<file path="src/rtl/ps2_frame_rx_pkg.sv">
// Shared PS/2 receive definitions: frame geometry, prefix bytes, receiver state encoding.
// The downstream scan-code display stage imports this package too.
package ps2_pkg;

    localparam int         PS2_FRAME_BITS = 11;
    localparam logic [7:0] PS2_BREAK      = 8'hF0;
    localparam logic [7:0] PS2_EXT        = 8'hE0;

    typedef enum logic [1:0] {
        IDLE,
        RECV,
        CHECK
    } ps2_rx_state_e;

    // Frame is held LSB-first: [0]=start, [8:1]=data, [9]=odd parity, [10]=stop.
    function automatic logic ps2_frame_ok(input logic [PS2_FRAME_BITS-1:0] f);
        return f[PS2_FRAME_BITS-1] && (^f[PS2_FRAME_BITS-2:1]);
    endfunction

endpackage

</file>
<file path="src/rtl/ps2_frame_rx_if.sv">
// PS/2 receiver bus: device-side serial lines plus the show-ahead byte FIFO read side.
// master = device model / consumer, slave = the receiver.
interface ps2_frame_rx_if;

    logic       ps2_clk;
    logic       ps2_data;
    logic       rd_en;
    logic [7:0] data;
    logic       ready;
    logic       overflow;
    logic       frame_err;

    modport master (
        output ps2_clk, ps2_data, rd_en,
        input  data, ready, overflow, frame_err
    );

    modport slave (
        input  ps2_clk, ps2_data, rd_en,
        output data, ready, overflow, frame_err
    );

endinterface

</file>
<file path="src/rtl/ps2_frame_rx_sync_fifo.sv">
// Show-ahead synchronous FIFO with wrap-bit pointers; head reads as zero while empty.
// A pop in the same cycle frees a slot, so a write to a full FIFO is accepted then.
module sync_fifo #(
    parameter int DATA_W = 8,
    parameter int DEPTH  = 8
) (
    input  logic              clk,
    input  logic              clrn,
    input  logic              wr_en,
    input  logic [DATA_W-1:0] wr_data,
    input  logic              rd_en,
    output logic [DATA_W-1:0] rd_data,
    output logic              full,
    output logic              empty
);

    localparam int AW = $clog2(DEPTH);

    logic [AW:0]       wptr_q, wptr_d;
    logic [AW:0]       rptr_q, rptr_d;
    logic [DATA_W-1:0] mem_q [DEPTH];
    logic              rd_fire, wr_fire;

    assign empty   = (wptr_q == rptr_q);
    assign full    = (wptr_q[AW] != rptr_q[AW]) && (wptr_q[AW-1:0] == rptr_q[AW-1:0]);
    assign rd_fire = rd_en && !empty;
    assign wr_fire = wr_en && (!full || rd_fire);
    assign rd_data = empty ? '0 : mem_q[rptr_q[AW-1:0]];

    always_comb begin
        wptr_d = wptr_q + {{AW{1'b0}}, wr_fire};
        rptr_d = rptr_q + {{AW{1'b0}}, rd_fire};
    end

    always_ff @(posedge clk) begin
        if (!clrn) begin
            wptr_q <= '0;
            rptr_q <= '0;
        end else begin
            wptr_q <= wptr_d;
            rptr_q <= rptr_d;
        end
    end

    always_ff @(posedge clk) begin
        if (wr_fire) mem_q[wptr_q[AW-1:0]] <= wr_data;
    end

endmodule

</file>
<file path="src/rtl/ps2_frame_rx.sv">
// PS/2 frame receiver: synchronises the device lines, shifts in 11-bit frames on ps2_clk
// falling edges, validates stop/parity and queues good scan-code bytes in a FIFO.
module ps2_frame_rx
    import ps2_pkg::*;
#(
    parameter int FIFO_DEPTH  = 8,
    parameter int SYNC_STAGES = 3,
    parameter int TIMEOUT_CYC = 50000
) (
    input logic           clk,
    input logic           clrn,
    ps2_frame_rx_if.slave bus
);

    localparam int TW = $clog2(TIMEOUT_CYC + 1);

    logic [SYNC_STAGES-1:0]    clk_sync_q, dat_sync_q;
    ps2_rx_state_e             state_q;
    logic [3:0]                cnt_q;
    logic [PS2_FRAME_BITS-1:0] shreg_q;
    logic [TW-1:0]             to_q;
    logic                      frame_err_q, overflow_q;
    logic                      fall, bit_in, frame_ok, wr_en, pop, fifo_full, fifo_empty;

    assign fall     = clk_sync_q[SYNC_STAGES-1] && !clk_sync_q[SYNC_STAGES-2];
    assign bit_in   = dat_sync_q[SYNC_STAGES-1];
    assign frame_ok = ps2_frame_ok(shreg_q);
    assign wr_en    = (state_q == CHECK) && frame_ok;
    assign pop      = bus.rd_en && bus.ready;

    always_ff @(posedge clk) begin
        if (!clrn) begin
            clk_sync_q <= '1;
            dat_sync_q <= '1;
        end else begin
            clk_sync_q <= {clk_sync_q[SYNC_STAGES-2:0], bus.ps2_clk};
            dat_sync_q <= {dat_sync_q[SYNC_STAGES-2:0], bus.ps2_data};
        end
    end

    // Shift new bits in at the top so the start bit ends up in bit 0 after 11 edges.
    always_ff @(posedge clk) begin
        if (fall && (state_q == RECV || (state_q == IDLE && !bit_in)))
            shreg_q <= {bit_in, shreg_q[PS2_FRAME_BITS-1:1]};
    end

    always_ff @(posedge clk) begin
        if (!clrn) begin
            state_q     <= IDLE;
            cnt_q       <= '0;
            to_q        <= '0;
            frame_err_q <= 1'b0;
        end else begin
            frame_err_q <= 1'b0;
            if (fall)                  to_q <= '0;
            else if (state_q == RECV)  to_q <= to_q + TW'(1);
            case (state_q)
                IDLE: begin
                    if (fall && !bit_in) begin
                        cnt_q   <= 4'd1;
                        state_q <= RECV;
                    end
                end
                RECV: begin
                    if (fall) begin
                        cnt_q <= cnt_q + 4'd1;
                        if (cnt_q == 4'(PS2_FRAME_BITS - 1)) state_q <= CHECK;
                    end else if (to_q == TW'(TIMEOUT_CYC - 1)) begin
                        // Device stalled mid-frame: drop the partial frame and report it.
                        state_q     <= IDLE;
                        cnt_q       <= '0;
                        to_q        <= '0;
                        frame_err_q <= 1'b1;
                    end
                end
                CHECK: begin
                    state_q     <= IDLE;
                    cnt_q       <= '0;
                    frame_err_q <= !frame_ok;
                end
                default: state_q <= IDLE;
            endcase
        end
    end

    // A pop clears the sticky flag; a drop can only happen when no pop frees a slot.
    always_ff @(posedge clk) begin
        if (!clrn)                          overflow_q <= 1'b0;
        else if (pop)                       overflow_q <= 1'b0;
        else if (wr_en && fifo_full)        overflow_q <= 1'b1;
    end

    sync_fifo #(
        .DATA_W (8),
        .DEPTH  (FIFO_DEPTH)
    ) u_fifo (
        .clk     (clk),
        .clrn    (clrn),
        .wr_en   (wr_en),
        .wr_data (shreg_q[8:1]),
        .rd_en   (bus.rd_en),
        .rd_data (bus.data),
        .full    (fifo_full),
        .empty   (fifo_empty)
    );

    assign bus.ready     = !fifo_empty;
    assign bus.overflow  = overflow_q;
    assign bus.frame_err = frame_err_q;

endmodule

</file>
<file path="src/flat_wrapper.sv">
// flat-port wrapper written by rule: the top's interface ports become plain ports
module ps2_frame_rx_flat import ps2_pkg::*;
#(
    parameter int FIFO_DEPTH  = 8,
    parameter int SYNC_STAGES = 3,
    parameter int TIMEOUT_CYC = 50000
)
  (clk, clrn, bus_ps2_clk, bus_ps2_data, bus_rd_en, bus_data, bus_ready, bus_overflow, bus_frame_err);
  ps2_frame_rx_if bus_i ();
  input logic clk;
  input logic clrn;
  input wire logic [$bits(bus_i.ps2_clk)-1:0] bus_ps2_clk;
  input wire logic [$bits(bus_i.ps2_data)-1:0] bus_ps2_data;
  input wire logic [$bits(bus_i.rd_en)-1:0] bus_rd_en;
  output wire logic [$bits(bus_i.data)-1:0] bus_data;
  output wire logic [$bits(bus_i.ready)-1:0] bus_ready;
  output wire logic [$bits(bus_i.overflow)-1:0] bus_overflow;
  output wire logic [$bits(bus_i.frame_err)-1:0] bus_frame_err;
  assign bus_i.ps2_clk = bus_ps2_clk;
  assign bus_i.ps2_data = bus_ps2_data;
  assign bus_i.rd_en = bus_rd_en;
  assign bus_data = bus_i.data;
  assign bus_ready = bus_i.ready;
  assign bus_overflow = bus_i.overflow;
  assign bus_frame_err = bus_i.frame_err;
  ps2_frame_rx #(.FIFO_DEPTH(FIFO_DEPTH), .SYNC_STAGES(SYNC_STAGES), .TIMEOUT_CYC(TIMEOUT_CYC)) u_core (.clk(clk), .clrn(clrn), .bus(bus_i));
endmodule
</file>
<file path="config.mk">
export PLATFORM = sky130hd
export DESIGN_NAME = ps2_frame_rx_flat
export DESIGN_NICKNAME = d
export VERILOG_FILES = /design/src/rtl/ps2_frame_rx_pkg.sv /design/src/rtl/ps2_frame_rx_if.sv /design/src/rtl/ps2_frame_rx_sync_fifo.sv /design/src/rtl/ps2_frame_rx.sv /design/src/flat_wrapper.sv
export SDC_FILE = /design/constraint.sdc
export NUM_CORES = 1
export LEC_CHECK = 0
export ABC_AREA = 1
export CORE_ASPECT_RATIO = 1.25
export CORE_MARGIN = 4
export CORE_UTILIZATION = 55
export CTS_CLUSTER_SIZE = 25
export DETAILED_ROUTE_END_ITERATION = 6
export GPL_TIMING_DRIVEN = 0
export PLACE_DENSITY = 0.85
export SLEW_MARGIN = 30
export SYNTH_ARGS = -nofsm -noshare
export SYNTH_HDL_FRONTEND = slang
export SYNTH_HIERARCHICAL = 1
export SYNTH_SLANG_ARGS = --single-unit
</file>
<file path="constraint.sdc">
create_clock -name clk -period 2.9 [get_ports clk]
set_input_delay 0.435 -clock clk [delete_from_list [all_inputs] [get_ports clk]]
set_output_delay 0.435 -clock clk [all_outputs]
set_load 0.01 [all_outputs]
</file>
# == After elaboration in Yosys (flattened, before gate mapping) ==
# Memory sizes are Yosys's and may differ from the RTL's. A register that Yosys moved wholly into a read port is not among the register bits.
# Cells that the tools add are included.
# totals
wordCells,70
ff_bits,49
output_inout_bits,11
input_bits,5
ram_bits,64
mem_count,1
# classes
n_eq_ne,10
n_reduce_logical,23
add_sub_neg,4
bitwise,1
muxes,21
# memory_table
name,depth,word_bits,rd,rd_ports_with_merged_regs,write_ports,line,source
u_core.u_fifo.mem_q,8,8,1,1,1,ps2_frame_rx_sync_fifo.sv:21,logic [DATA_W-1:0] mem_q [DEPTH];
# op_table
operator,count
$mux 16,5
$add 16x1->16 const B,1
$eq 16x16->1 const B,1
$mux 4,3
$pmux 4 s3,1
$logic_and 1x1->1,10
$reduce_xor 9->1,1
$add 4x1->4,2
$mux 2,4
$mux 8,1
$reduce_and 3->1,2
$logic_not 1->1,5
$add 4x1->4 const B,1
$eq 4x4->1,1
$eq 4x4->1 const B,1
$mux 1,4
$pmux 2 s2,1
$eq 3x3->1,1
$mux 3,1
$ne 3x2->1 const B,1
$ne 3x3->1 const B,1
$reduce_bool 3->1,1
$eq 2x1->1 const B,1
$eq 2x2->1 const B,1
other kinds (7),8

# == Logic depth before layout (Yosys ltp) ==
# logic_depth
depth_word,7
mapped_depth,18

# == By module ==
# Netlist, hierarchy kept.
# by_module_without_submodules
module,n_inst,area_each_um2,cells_each
sync_fifo,1,3128.0,282
ps2_frame_rx,1,1915.6,239

# == Worst setup path after synthesis ==
# OpenSTA, ideal clock, no wires.
# synth_path
path_kind,register to register
start,reg u_core.shreg_q[5]
end,reg u_core.u_fifo.wptr_q[1]
arrival_time_ns,1.967
path_slack_ns,0.824
path_buffers,0
path_stages_with_launch,16
required_time_ns,2.791
setup_ns,0.109
path_cell_list,edfxtp_1 > nand2_1 > inv_1 > o21ai_0 > nand2_1 > nand3_1 > nand2_1 > nor2_1 > inv_1 > nor2_1 > nand2_8 > inv_2 > ha_1 > ha_1 > nand2_1 > inv_1
# synth_via
elab_chain_cells,5
# synth_rtl
element,line,source
from (decl),ps2_frame_rx.sv:20,logic [PS2_FRAME_BITS-1:0] shreg_q;
from (signal assigned),ps2_frame_rx.sv:44,"shreg_q <= {bit_in, shreg_q[PS2_FRAME_BITS-1:1]};"
$reduce_xor 9->1,ps2_frame_rx_pkg.sv:17,return f[PS2_FRAME_BITS-1] && (^f[PS2_FRAME_BITS-2:1]);
$logic_and 1x1->1,ps2_frame_rx_pkg.sv:17,
$logic_and 1x1->1,ps2_frame_rx.sv:28,assign wr_en = (state_q == CHECK) && frame_ok;
net u_core.wr_en,ps2_frame_rx.sv:23,"logic fall, bit_in, frame_ok, wr_en, pop, fifo_full, fifo_empty;"
$logic_and 1x1->1,ps2_frame_rx_sync_fifo.sv:27,assign wr_fire = wr_en && (!full || rd_fire);
$add 4x1->4,ps2_frame_rx_sync_fifo.sv:31,"wptr_d = wptr_q + {{AW{1'b0}}, wr_fire};"
net u_core.u_fifo.wptr_d[1],ps2_frame_rx_sync_fifo.sv:19,"logic [AW:0] wptr_q, wptr_d;"
to (signal assigned),ps2_frame_rx_sync_fifo.sv:40,wptr_q <= wptr_d;
to (decl),ps2_frame_rx_sync_fifo.sv:19,
# The timed path passes the listed nets, and every way through them passes these cells.
# A chain may end at the register's enable or synchronous reset.

# == Worst setup path in the final report ==
# layout_path
start,reg u_core.u_fifo.rptr_q[0]
end,out bus_data[7]
# layout_via
elab_chain_cells,2
# layout_rtl
element,line,source
from (decl),ps2_frame_rx_sync_fifo.sv:20,"logic [AW:0] rptr_q, rptr_d;"
from (signal assigned),ps2_frame_rx_sync_fifo.sv:41,rptr_q <= rptr_d;
$eq 4x4->1,ps2_frame_rx_sync_fifo.sv:24,assign empty = (wptr_q == rptr_q);
$mux 8,ps2_frame_rx_sync_fifo.sv:28,assign rd_data = empty ? '0 : mem_q[rptr_q[AW-1:0]];
to (decl),flat_wrapper.sv:15,output wire logic [$bits(bus_i.data)-1:0] bus_data;
# No other way between the ends.

==> results_dict.tcl <==
set metrics [dict create \
    ios 16 \
    finalCriticalPeriod_ns 2.698 \
    finalPower_mw 3.108 \
    rows 38 \
    core_um2 8796 \
    clock_skew_ns 0.01283 \
    clk_path_buf_depth 2 \
    syn2layout_area_growth_pct 10.07 \
    cts_tree "built" \
    numPortBuffers 15 \
    status "complete, no violations" \
    layout.cells.most_common_list "nor2_1, edfxtp_1, nand2_1, inv_1, o21ai_0" \
    start_util 0.5734 \
    combPwrFrac 0.145 \
    maxSlewViolCount 0 \
    r2r-start "u_core/shreg_q[4]" \
    antenna_found_initial 0 \
    hold_start "u_core/dat_sync_q[1]" \
    worstPathArrival_ns 2.26 \
    antenna_cells 0 \
    synthDistinctLibCells 37 \
    ys_ff_latch 112 \
    synthFlopType "edfxtp_1" \
    htreeDepth 3 \
    multi_input_area_um2 1753 \
    p_seq_frac 0.574 \
    layout.nets 564 \
    via_count 3554 \
    hpwlAfterDp_um 6704 \
    fin_crit_sh 0.9303 \
    drive_gt1_frac 0.1282 \
    power_density_nw_per_um2 559.8 \
    startpoint "u_core/u_fifo/rptr_q[0]" \
    worstSetupEndpointType "output port" \
    synth_edf_count 74 \
    setup_tns_ns 0 \
    insertion_delay_ns 0.38 \
    gr-usage-met1 0.2180 \
    grt_util_met3 0.03534 \
    utilization 0.6312 \
    final-hold-violation-count 0 \
    cap_violations 0 \
    synth_area_um2 5044 \
    setup_viol 0 \
    grt_busiest_layer "met2" \
    grt_pass1_wl_um 16040 \
    final_common_cell "nor2_1" \
    clkPwrFrac 0.281 \
    cts-root-buf "clkbuf_8" \
    globalplace.congestion 0.8308 \
    ir_drop_mv 0.3405 \
    switching_share 0.2773 \
    yosysSeqAreaShare 0.5914 \
    power.switching_mw 0.8617 \
    syn_avg_cell_area_um2 9.681 \
    drc_errors 0 \
    crit_required_ns 2.47 \
    fmax_ghz 0.3707 \
    path_class "reg -> out" \
    p_int_mw 2.246 \
    syn-num-nets 536 \
    die_w_um 93.65 \
    ys_warn_count 6 \
    clk_pin_slew_ns 0.10 \
    drt_first_pass_iters 5 \
    wl_per_cell_um 14.27 \
    hold_buffers 0 \
    design_area_um2 5552 \
    grt_max_degree 21 \
    cts_num_sinks 112 \
    path_max_fanout 10 \
    fill_cells 677 \
    grtUsageMet2 0.3449 \
    cp-start-kind "flip-flop" \
    drt_wl_total_um 9619 \
    drtIter0Drc 271 \
    synthArstFlopShare 0 \
    hp-class "reg -> reg" \
    die_y_um 115.1 \
    antenna_left 0 \
    grt_pass1_vias 3447 \
    leakagePower_nw 2.098 \
    numCtsBuffers 9 \
    synthCells 521 \
    grt_util_all_layers 0.1938 \
    slew_headroom 0.6547 \
    worst_slew_pin_slew_ns 0.5164 \
    viasPerCell 5.273 \
    grt_overflow 0 \
    dieArea_um2 10780 \
    placed_area_um2 5344 \
    regArea_um2 2983 \
]
[metal layers]
layer  routed length (um)  share of wire  vias to the layer above
met4                  323          0.034                        0
met2                 4908           0.51                      116
li1                     -              -                     1767
met3                  564          0.059                       29
met1                 3822           0.40                     1642
met5                    0              0                        -
[power groups by stage]
stage / logic (mW) / registers [mW] / clock network [mW]
after floorplan: 0.310 / 1.81 / 0
after global placement: 0.422 / 1.82 / 0
after detailed placement: 0.443 / 1.82 / 0
after CTS: 0.446 / 1.78 / 0.897
after global routing: 0.508 / 1.79 / 0.968
final: 0.452 / 1.78 / 0.873
[critical path: stages (launching register included)]
cell	delay, ns
dfxtp_1	0.35
clkbuf_4	0.19
buf_4	0.19
nor2_1	0.07
nor2_1	0.12
o21ai_0	0.10
nand3_1	0.12
nand2_1	0.07
nor2_1	0.12
clkdlybuf4s50_1	0.55
[metrics by stage]
| stage | cells | worst slack [ns] | hold slack (ns) |
|---|---|---|---|
| 6_report | 674 | 0.2021 | 0.4286 |
| 2_1_floorplan | 521 | 0.8242 | 0.3925 |
| 4_1_cts | 672 | 0.1533 | 0.4346 |
| 5_1_grt | 674 | -0.001558 | 0.4437 |
| 3_5_place_dp | 656 | 0.2775 | 0.4038 |
| 3_3_place_gp | 656 | 0.3815 | 0.3977 |
[cell usage after synthesis, types with 4 or more instances]
cell | number | area [um2]
a21oi_1 | 17 | 85.08
o21ai_0 | 41 | 205.2
inv_1 | 50 | 187.7
nor2_2 | 12 | 75.07
inv_2 | 5 | 18.77
edfxtp_1 | 74 | 2222
or2_2 | 7 | 43.79
nor2_1 | 102 | 382.9
buf_2 | 9 | 45.04
o21ai_1 | 7 | 35.03
nand2_2 | 4 | 25.02
ha_1 | 10 | 125.1
nand2_1 | 70 | 262.8
dfxtp_1 | 38 | 760.7
nor3_1 | 10 | 50.05
nand3_1 | 30 | 150.1
xor2_1 | 8 | 70.07
[flip-flops by register name, indices dropped and copies added, names as in the netlist]
name                  cells
u_core/clk_sync_q         3
u_core/state_q            2
u_core/to_q              16
u_core/dat_sync_q         3
u_core/u_fifo/wptr_q      4
u_core/u_fifo/mem_q      64
u_core/bus.overflow       1
u_core/cnt_q              4
u_core/u_fifo/rptr_q      4
u_core/bus.frame_err      1
u_core/shreg_q           10
[path summary, 6_finish.rpt]
path                                                  end  slack, ns  cells after the start
worst max register to register  u_core/u_fifo/mem_q[3][0]       0.32                     12
worst min-delay path                 u_core/dat_sync_q[2]       0.43                      1
worst min register to register       u_core/dat_sync_q[2]       0.43                      1
worst max-delay path                          bus_data[7]       0.20                      9
[cell families after synthesis]
| logic type | Yosys count | synth area share |
|---|---|---|
| AND/OR/NAND/NOR | 248 | 0.2285 |
| flip-flops | 112 | 0.5914 |
| buffers and inverters | 71 | 0.06202 |
| AO/OA/AOI/OAI | 68 | 0.07095 |
| XOR/XNOR | 12 | 0.02233 |
| adder cells (fa/ha/maj) | 10 | 0.02481 |
[final cells by class]
cell class,count,share of cell area
buffer,15,0.01803
clock buffer,10,0.02299
clock inverter,6,0.01037
inverter,56,0.03876
multi-input combinational,338,0.3158
sequential,112,0.5373
tap,120,0.02705
timing repair buffer,17,0.02975
[timing repair]
item,in CTS,in global routing
setup buffers,0,2
endpoints found under the setup margin,0,57
resized for setup,0,2
Note: power is estimated with default switching activity, not from simulation.
